File: src/rtl/arith_pkg.sv
// Shared definitions for the arithmetic datapath blocks.
//   ARITH_W    : operand width of the datapath
//   div_state_t: sequencing states of the sequential divider
//   DIV0_QUOT  : quotient presented when the divisor is zero
package arith_pkg;

  localparam int ARITH_W = 8;

  typedef enum logic [1:0] {
    IDLE = 2'd0,
    CALC = 2'd1,
    DONE = 2'd2
  } div_state_t;

  localparam logic [7:0] DIV0_QUOT = 8'hFF;

endpackage

File: src/rtl/sub8_stage.sv
// Combinational 8-bit subtractor: diff = a - b, formed as a + ~b + 1 through
// a ripple of full-adder cells.
// Ports:
//   a, b      : unsigned operands
//   diff      : 8-bit difference (modulo 256)
//   no_borrow : carry-out of the ripple; 1 when a >= b
module sub8_stage (
  input  logic [7:0] a,
  input  logic [7:0] b,
  output logic [7:0] diff,
  output logic       no_borrow
);

  logic [8:0] c;
  logic [7:0] b_inv;

  assign b_inv = ~b;
  assign c[0]  = 1'b1;

  for (genvar i = 0; i < 8; i++) begin : g_fa
    assign diff[i]  = a[i] ^ b_inv[i] ^ c[i];
    assign c[i + 1] = (a[i] & b_inv[i]) | (a[i] & c[i]) | (b_inv[i] & c[i]);
  end

  assign no_borrow = c[8];

endmodule

File: src/rtl/div8_seq.sv
// Sequential 8-bit unsigned restoring divider. One subtract stage is reused
// over eight iterations; operands arrive and results leave on valid/ready
// handshakes.
// Ports:
//   clk, rst_n          : clock (rising edge), asynchronous active-low reset
//   in_valid / in_ready : operand handshake (dividend, divisor)
//   out_valid/out_ready : result handshake (quotient, remainder, div_zero)
//
// state | meaning
// ------+-----------------------------------------------------------------
// IDLE  | waiting for operands, in_ready=1
// CALC  | one restoring iteration per cycle; one pass-through cycle on /0
// DONE  | result held on outputs until out_ready
module div8_seq
  import arith_pkg::*;
#(
  parameter int WIDTH = ARITH_W,
  parameter int ITER  = ARITH_W
) (
  input  logic             clk,
  input  logic             rst_n,
  input  logic             in_valid,
  output logic             in_ready,
  input  logic [WIDTH-1:0] dividend,
  input  logic [WIDTH-1:0] divisor,
  output logic             out_valid,
  input  logic             out_ready,
  output logic [WIDTH-1:0] quotient,
  output logic [WIDTH-1:0] remainder,
  output logic             div_zero
);

  localparam logic [2:0] LAST_ITER = 3'(ITER - 1);

  div_state_t state;
  logic [7:0] q;
  logic [7:0] r;
  logic [7:0] d;
  logic [2:0] cnt;
  logic       dz;
  logic [7:0] t;
  logic [7:0] s;
  logic       nb;

  // r < d always holds, so r[7] is 0 and the shifted value fits in 8 bits.
  assign t = {r[6:0], q[7]};

  sub8_stage u_sub (
    .a         (t),
    .b         (d),
    .diff      (s),
    .no_borrow (nb)
  );

  always_ff @(posedge clk or negedge rst_n) begin
    if (!rst_n) begin
      state <= IDLE;
      q     <= '0;
      r     <= '0;
      d     <= '0;
      cnt   <= '0;
      dz    <= 1'b0;
    end else begin
      unique case (state)
        IDLE: begin
          if (in_valid) begin
            d     <= divisor;
            cnt   <= '0;
            state <= CALC;
            if (divisor == '0) begin
              q  <= DIV0_QUOT;
              r  <= dividend;
              dz <= 1'b1;
            end else begin
              q  <= dividend;
              r  <= '0;
              dz <= 1'b0;
            end
          end
        end
        CALC: begin
          // A zero divisor spends one cycle here without iterating, so its
          // result appears one cycle after accept.
          if (dz) begin
            state <= DONE;
          end else begin
            r   <= nb ? s : t;
            q   <= {q[6:0], nb};
            cnt <= cnt + 3'd1;
            if (cnt == LAST_ITER) state <= DONE;
          end
        end
        DONE: begin
          if (out_ready) state <= IDLE;
        end
        default: state <= IDLE;
      endcase
    end
  end

  assign in_ready  = (state == IDLE);
  assign out_valid = (state == DONE);
  assign quotient  = q;
  assign remainder = r;
  assign div_zero  = dz;

endmodule

File: config.mk
export PLATFORM = sky130hd
export DESIGN_NAME = div8_seq
export DESIGN_NICKNAME = d
export VERILOG_FILES = /design/src/rtl/arith_pkg.sv /design/src/rtl/sub8_stage.sv /design/src/rtl/div8_seq.sv
export SDC_FILE = /design/constraint.sdc
export NUM_CORES = 1
export LEC_CHECK = 0
export ABC_CLOCK_PERIOD_IN_PS = 5300
export CAP_MARGIN = 5
export CORE_AREA = 2 2 63 65
export DETAILED_ROUTE_END_ITERATION = 8
export DIE_AREA = 0 0 65 67
export GPL_TIMING_DRIVEN = 1
export PLACE_DENSITY = 0.72
export SLEW_MARGIN = 40
export SYNTH_ARGS = -nofsm -noshare
export SYNTH_HDL_FRONTEND = slang
export SYNTH_HIERARCHICAL = 1
export SYNTH_SLANG_ARGS = --single-unit
File: constraint.sdc
create_clock -name clk -period 5.3 [get_ports clk]
set_input_delay 1.06 -clock clk [delete_from_list [all_inputs] [get_ports clk]]
set_output_delay 1.06 -clock clk [all_outputs]
set_load 0.1 [all_outputs]
==> key figures, run 1 <==
CTS
  – Num CTS Buffers: 5
  – Root Buffer: clkbuf_8
  – Worst skew pair latency: 0.28 ns
  – Post-CTS setup buffer count: 0
  – Post-CTS sizing: 0
  – Hold Buf Count CTS: 0
  – Clk slew on worst S/H paths: 0.06 ns
  – CTS H-tree lvls: 2
  – Bufs on Longest Clock Path: 2
  – CTS tree: built
  – TritonCTS Sinks: 30

Setup path
  – Flop-to-flop setup slack: 1.18 ns
  – Reg-to-Reg End: remainder[5]
  – RR Startpoint: quotient[7]
  – Setup crit end kind: flop
  – CP max FO: 9
  – Crit path DAT: 4.25 ns
  – Crit path to: remainder[5]
  – Reg2Reg Depth: 13
  – Critical setup path kind: reg -> reg
  – Worst setup SP type: flop
  – CP startpoint: quotient[7]
  – Worst EP required: 5.43 ns

Routing
  – Average wire per standard cell: 15.4 µm
  – Vias: 1,424
  – Detail Route Antenna Nets: 0
  – DR pass1 iterations: 4
  – Routed WL: 3910 µm
  – DR vias/cell: 5.61
  – Number of DRC markers in iteration 0: 149
  – DRC Markers: 0

STA
  – Max Clock Freq: 243 MHz
  – Slew Limit Fails: 0
  – Relative slew slack: 53.0%
  – Final setup viols: 0
  – Minimum clock period: slightly above 4 ns
  – Final clock skew: 0.00455 ns
  – Least-Margin Pin Slew: 0.705 ns
  – RSZ-0062 raised after global routing: no
  – Total Neg Setup Slack: 0 ns
  – Period utilization: between 70% and 80%
  – Final Hold Viols: 0

Synth
  – Synth Flop Type: dfrtp_1
  – Count of cell types in the netlist: 26
  – Leading area contributor after synthesis: dfrtp_1
  – Synth Cell Area: 1750 µm²
  – Post-synth ARST share: 100%
  – Syn Nets: 199
  – Flops & latches, synth: 30
  – Cells after Synth: 169
  – Mapped Avg Cell Area: 10.4 µm²
  – Ranking of synthesized cells by area: dfrtp_1 43%, mux2_2 11%, fa_1 8.0%
  – EDFF count, synth: 0
  – Yosys warns: 6
  – Register area share after synthesis: 42.8%
  – Synth top area share: 42.8%

Global routing
  – Global route total overflow: 0
  – GRT Total Usage: 21.2%
  – Pin count of the biggest net entering global routing: 31
  – First-pass GRT wire length: roughly 6800 µm
  – Vias in the first global route: 1,381
  – Antenna violations before repair: 0

Placement
  – Number of buffers added on ports: 38
  – Final HPWL DP: 2800 µm
  – GP Congestion: around 0.80

Final layout
  – FILL cells: 323
  – Layout cell share with drive strength beyond 1: 25.7%
  – # diodes: 0
  – Multi-input gate area: about 890 µm²
  – Final #Nets: between 200 and 250
  – FF+latch area: about 750 µm²
  – Syn-to-layout area delta: 23.2%

Floorplan
  – Die H: 67 µm
  – Die W: 65 µm
  – Num rows: 22
  – IO Pins: 39
  – Placeable Area: 3610 µm²
  – Die area: ~4400 µm²
  – Starting Density: 48.6%

Min path
  – Min-Delay Path Class: reg -> reg

Run
  – Number of max-cap violations: 0

Status
  – Status: completed
[synth_stat cells (3+ instances only)]
| master | n |
|---|---|
| nand4_1 | 8 |
| dfrtp_1 | 30 |
| nor3_1 | 16 |
| nor2_1 | 3 |
| a31oi_1 | 8 |
| ha_1 | 3 |
| fa_1 | 7 |
| nand2_1 | 24 |
| mux2_2 | 17 |
| buf_2 | 9 |
| a41oi_1 | 7 |
| inv_1 | 17 |
[through the flow]
step           area (µm²)  setup slack (ns)  hold slack, ns  utilization (%)  cells
5_1_grt              2160              1.00           0.515             59.9    254
3_3_place_gp         2160              1.28           0.488             60.0    246
2_1_floorplan        1750             0.659           0.470                -    169
3_5_place_dp         2070              1.17           0.496             57.4    246
6_report             2160              1.18           0.509             59.9    254
4_1_cts              2160              1.18           0.511             59.9    254
[layer usage]
| metal | GRT usage, % | up-vias | routed length (µm) |
|---|---|---|---|
| li1 | - | 668 | - |
| met1 | 26.6 | 714 | 1660 |
| met2 | 33.6 | 37 | 1930 |
| met3 | 6.25 | 5 | 231 |
| met4 | 9.57 | 0 | 76 |
| met5 | 0 | - | 0 |
[area by class of cell]
cell class	count	share of cell area [%]
multi-input cells	110	41.1
well taps	48	2.78
repair buffers	41	14.2
inverters	17	2.95
clock buffers	7	4.00
flip-flops and latches	30	34.7
clock inverters	1	0.232
[worst max-delay path: stages, from the launching register on]
cell	delay, ns
dfrtp_1	0.39
inv_1	0.06
ha_1	0.20
fa_1	0.38
fa_1	0.39
fa_1	0.39
fa_1	0.39
fa_1	0.38
fa_1	0.36
inv_1	0.07
fa_1	0.40
mux2_2	0.38
nand2_1	0.08
a31oi_1	0.08
[placed cells by master, fill, tap and decap left out, types with 3 or more instances in the layout]
cell type        synthesis  final
dfrtp_1                 30     30
nand2_1                 24     24
clkdlybuf4s50_1          0     19
buf_2                    9     19
mux2_2                  17     17
inv_1                   17     17
nor3_1                  16     16
nand4_1                  8      8
a31oi_1                  8      8
a41oi_1                  7      7
fa_1                     7      7
clkbuf_8                 0      6
nor2_1                   3      3
ha_1                     3      3
buf_4                    1      3
[registers in the layout, summed over array words and instances (netlist names)]
signal and count:
cnt 3, state 2, quotient 8, remainder 8, d 8, div_zero 1
[worst min path at each step]
stage | slack (ns) | cells after the start | to | startpoint
floorplan | 0.47 | 1 | cnt[1] | cnt[1]
global placement | 0.49 | 1 | cnt[1] | cnt[1]
detailed placement | 0.50 | 1 | d[7] | d[7]
CTS | 0.51 | 1 | d[7] | d[7]
global route | 0.51 | 1 | d[7] | d[7]
finish | 0.51 | 1 | d[7] | d[7]
[kinds of logic (layout without fill, tap and decap cells)]
logic type	after synthesis	after routing	synth area share, %
AO/OA/AOI/OAI	21	21	9.27
flip-flops	30	30	42.8
buffers and inverters	29	66	7.06
adder cells (fa/ha/maj)	10	10	10.1
multiplexers	17	17	10.9
AND/OR/NAND/NOR	62	62	19.8
Power of run 1 is left out: the tool's default activity adds up to more than one toggle a clock period on the data nets, which glitch-free logic cannot reach.
==> inputs of run 2 (changes only) <==
- ABC_CLOCK_PERIOD_IN_PS: 5300 -> 3650
- CORE_AREA: 2 2 63 65 -> 2 2 66 68
- DIE_AREA: 0 0 65 67 -> 0 0 68 70
- PLACE_DENSITY: 0.72 -> 0.69
- clock period: 5.3 -> 3.65 ns (I/O delays scaled with it)
==> run 2 against run 1 <==
  * The flow now finishes with violations (setup timing)
  * Sequential cell count unchanged
  * Clock skew up 0.0028 ns
  * Sequential share of layout area down 1.4 points
  * Maximum frequency increased by 10%
  * Clock-buffer cell count unchanged
  * Largest cell class unchanged
  * Highest routed layer unchanged
==> key figures, run 2 (synthesis gave the netlist of run 1 again) <==
Setup path
  – Worst Path Buf+Inv: 2 (unchanged)
  – RR Startpoint: quotient[7]
  – Crit path to: remainder[7]
  – Cell mode on critical path: fa_2
  – Crit-path max cell delay: 0.43 ns (+0.03 ns)
  – Critical setup path kind: reg -> reg
  – CP max FO: 2 (-7)
  – Worst EP required: 3.79 ns (-1.64 ns)
  – Setup crit end kind: flop
  – Crit path DAT: 3.88 ns (-0.37 ns)
  – CP startpoint: quotient[7]
  – Reg2Reg Depth: 13 (unchanged)
  – Worst setup SP type: flop
  – Flop-to-flop setup slack: -0.09 ns (-1.27 ns)
  – Kind of cell adding the most delay to the critical path: adder cells
  – CP max-delay cell: fa_2
  – Reg-to-Reg End: remainder[7]
  – CP Cell Sequence: inv_2, ha_4, fa_2, fa_2, fa_2, fa_2, fa_2, fa_2, inv_2, fa_2, mux2_4, nand2_2, a31oi_1
  – WP depth: 13 (unchanged)

Global routing
  – First-pass GRT wire length: 7180 µm (+5.4%)
  – Pin count of the biggest net entering global routing: 31 (unchanged)
  – Vias in the first global route: 1,521 (+10%)
  – Global route total overflow: 0 (unchanged)
  – Antenna violations before repair: 0 (unchanged)
  – GRT Total Usage: 20.1% (-1.0 points)

Min path
  – Hold depth: 1 (unchanged)
  – Min-Delay Path Class: reg -> reg

STA
  – Worst hold slack: 0.504 ns (-0.00420 ns)
  – Final clock skew: 0.00738 ns (+0.00284 ns)
  – Final Hold Viols: 0 (unchanged)
  – Final WS setup: -0.0910 ns (-1.27 ns)
  – Final setup viols: 8 (+8)
  – Least-Margin Pin Slew: 0.781 ns (+0.0765 ns)
  – Max Clock Freq: 267 MHz (+10%)
  – Slew Limit Fails: 0 (unchanged)
  – Minimum clock period: 3.74 ns (-0.380 ns)
  – Relative slew slack: 47.7% (-5.3 points)
  – Period utilization: 102% (+25 points)
  – RSZ-0062 raised after global routing: yes
  – Total Neg Setup Slack: -0.588 ns (-0.588 ns)

Final layout
  – Commonest non-fill, non-tap cells in the layout: 27 x dfrtp_1, 20 x nand2_1, 19 x clkdlybuf4s50_1, 17 x buf_2, 16 x nor3_1
  – FILL cells: 368 (+14%)
  – Final #Nets: 238 (+1.3%)
  – Commonest non-fill, non-tap cell in the layout: dfrtp_1
  – FF+latch area: 759 µm² (+1.2%)
  – # diodes: 0 (unchanged)
  – Multi-input gate area: 953 µm² (+7.5%)
  – Syn-to-layout area delta: 30.0%
  – Layout cell share with drive strength beyond 1: 34.9% (+9.2 points)

CTS
  – Root Buffer: clkbuf_8
  – CTS H-tree lvls: 2 (unchanged)
  – Bufs on Longest Clock Path: 2 (unchanged)
  – TritonCTS Sinks: 30 (unchanged)
  – Hold Buf Count CTS: 0 (unchanged)
  – CTS tree: built
  – Clk slew on worst S/H paths: 0.07 ns (about the same)
  – Num CTS Buffers: 5 (unchanged)
  – Worst skew pair latency: 0.29 ns (about the same)

Status
  – Failing checks: setup timing
  – Status: finished, violations left

Routing
  – DR pass1 iterations: 4 (unchanged)
  – Detail Route Antenna Nets: 0 (unchanged)
  – Routed WL: 4210 µm (+7.8%)
  – DRC Markers: 0 (unchanged)
  – Vias: 1,410 (-0.98%)
  – Number of DRC markers in iteration 0: 89 (-40%)
  – DR vias/cell: 5.40 (-3.6%)
  – Average wire per standard cell: 16.1 µm (+4.9%)

Run
  – Number of max-cap violations: 0 (unchanged)

Floorplan
  – IO Pins: 39 (unchanged)
  – Die area: 4760 µm² (+9.3%)
  – Die H: 70 µm (+4.5%)
  – Die W: 68 µm (+4.6%)
  – Placeable Area: 4140 µm² (+15%)
  – Starting Density: 42.3% (-6.3 points)
  – Num rows: 24 (+9.1%)

Placement
  – Number of buffers added on ports: 38 (unchanged)
  – Worst slack, placed: -0.147 ns (-1.31 ns)
  – GP Congestion: 0.851 (+6.5%)
  – Final HPWL DP: 3040 µm (+8.3%)
==> run 2: worst min-delay path by stage <==
| stage | start | endpoint |
|---|---|---|
| 2_1_floorplan | rst_n | cnt[0] |
| 3_3_place_gp | cnt[1] | cnt[1] |
| 3_5_place_dp | cnt[1] | cnt[1] |
| 4_1_cts | d[7] | d[7] |
| 5_1_grt | d[7] | d[7] |
| 6_report | d[7] | d[7] |
==> run 2: layer usage <==
layer | track usage, % | vias to the layer above | share of wire (%)
met5 | 0 | - | 0
li1 | - | 674 | -
met3 | 5.31 | 5 | 4.8
met2 | 31.2 | 39 | 51
met4 | 7.33 | 0 | 1.4
met1 | 26.8 | 692 | 43
==> run 2: timing repair <==
item / in CTS / in global routing
pin swaps: 2 / 0
gates resized for setup: 1 / 5
endpoints found under the setup margin: 8 / 9
buffers inserted: 1 / 0
==> run 2: per-stage QoR <==
stage	instances	cell area [µm²]	utilization [%]
after global placement	252	2230	53.9
after floorplan	169	1820	-
after detailed placement	252	2150	51.9
final	261	2280	55.0
after global routing	261	2280	55.0
after CTS	261	2270	54.7
==> run 2: area by class of cell <==
class,count,area share (%)
multi-input cells,110,41.8
flip-flops and latches,30,33.3
repair buffers,44,15.2
clock buffers,7,3.78
well taps,52,2.85
inverters,17,2.80
clock inverters,1,0.219
Power of run 2 is left out for the same reason.
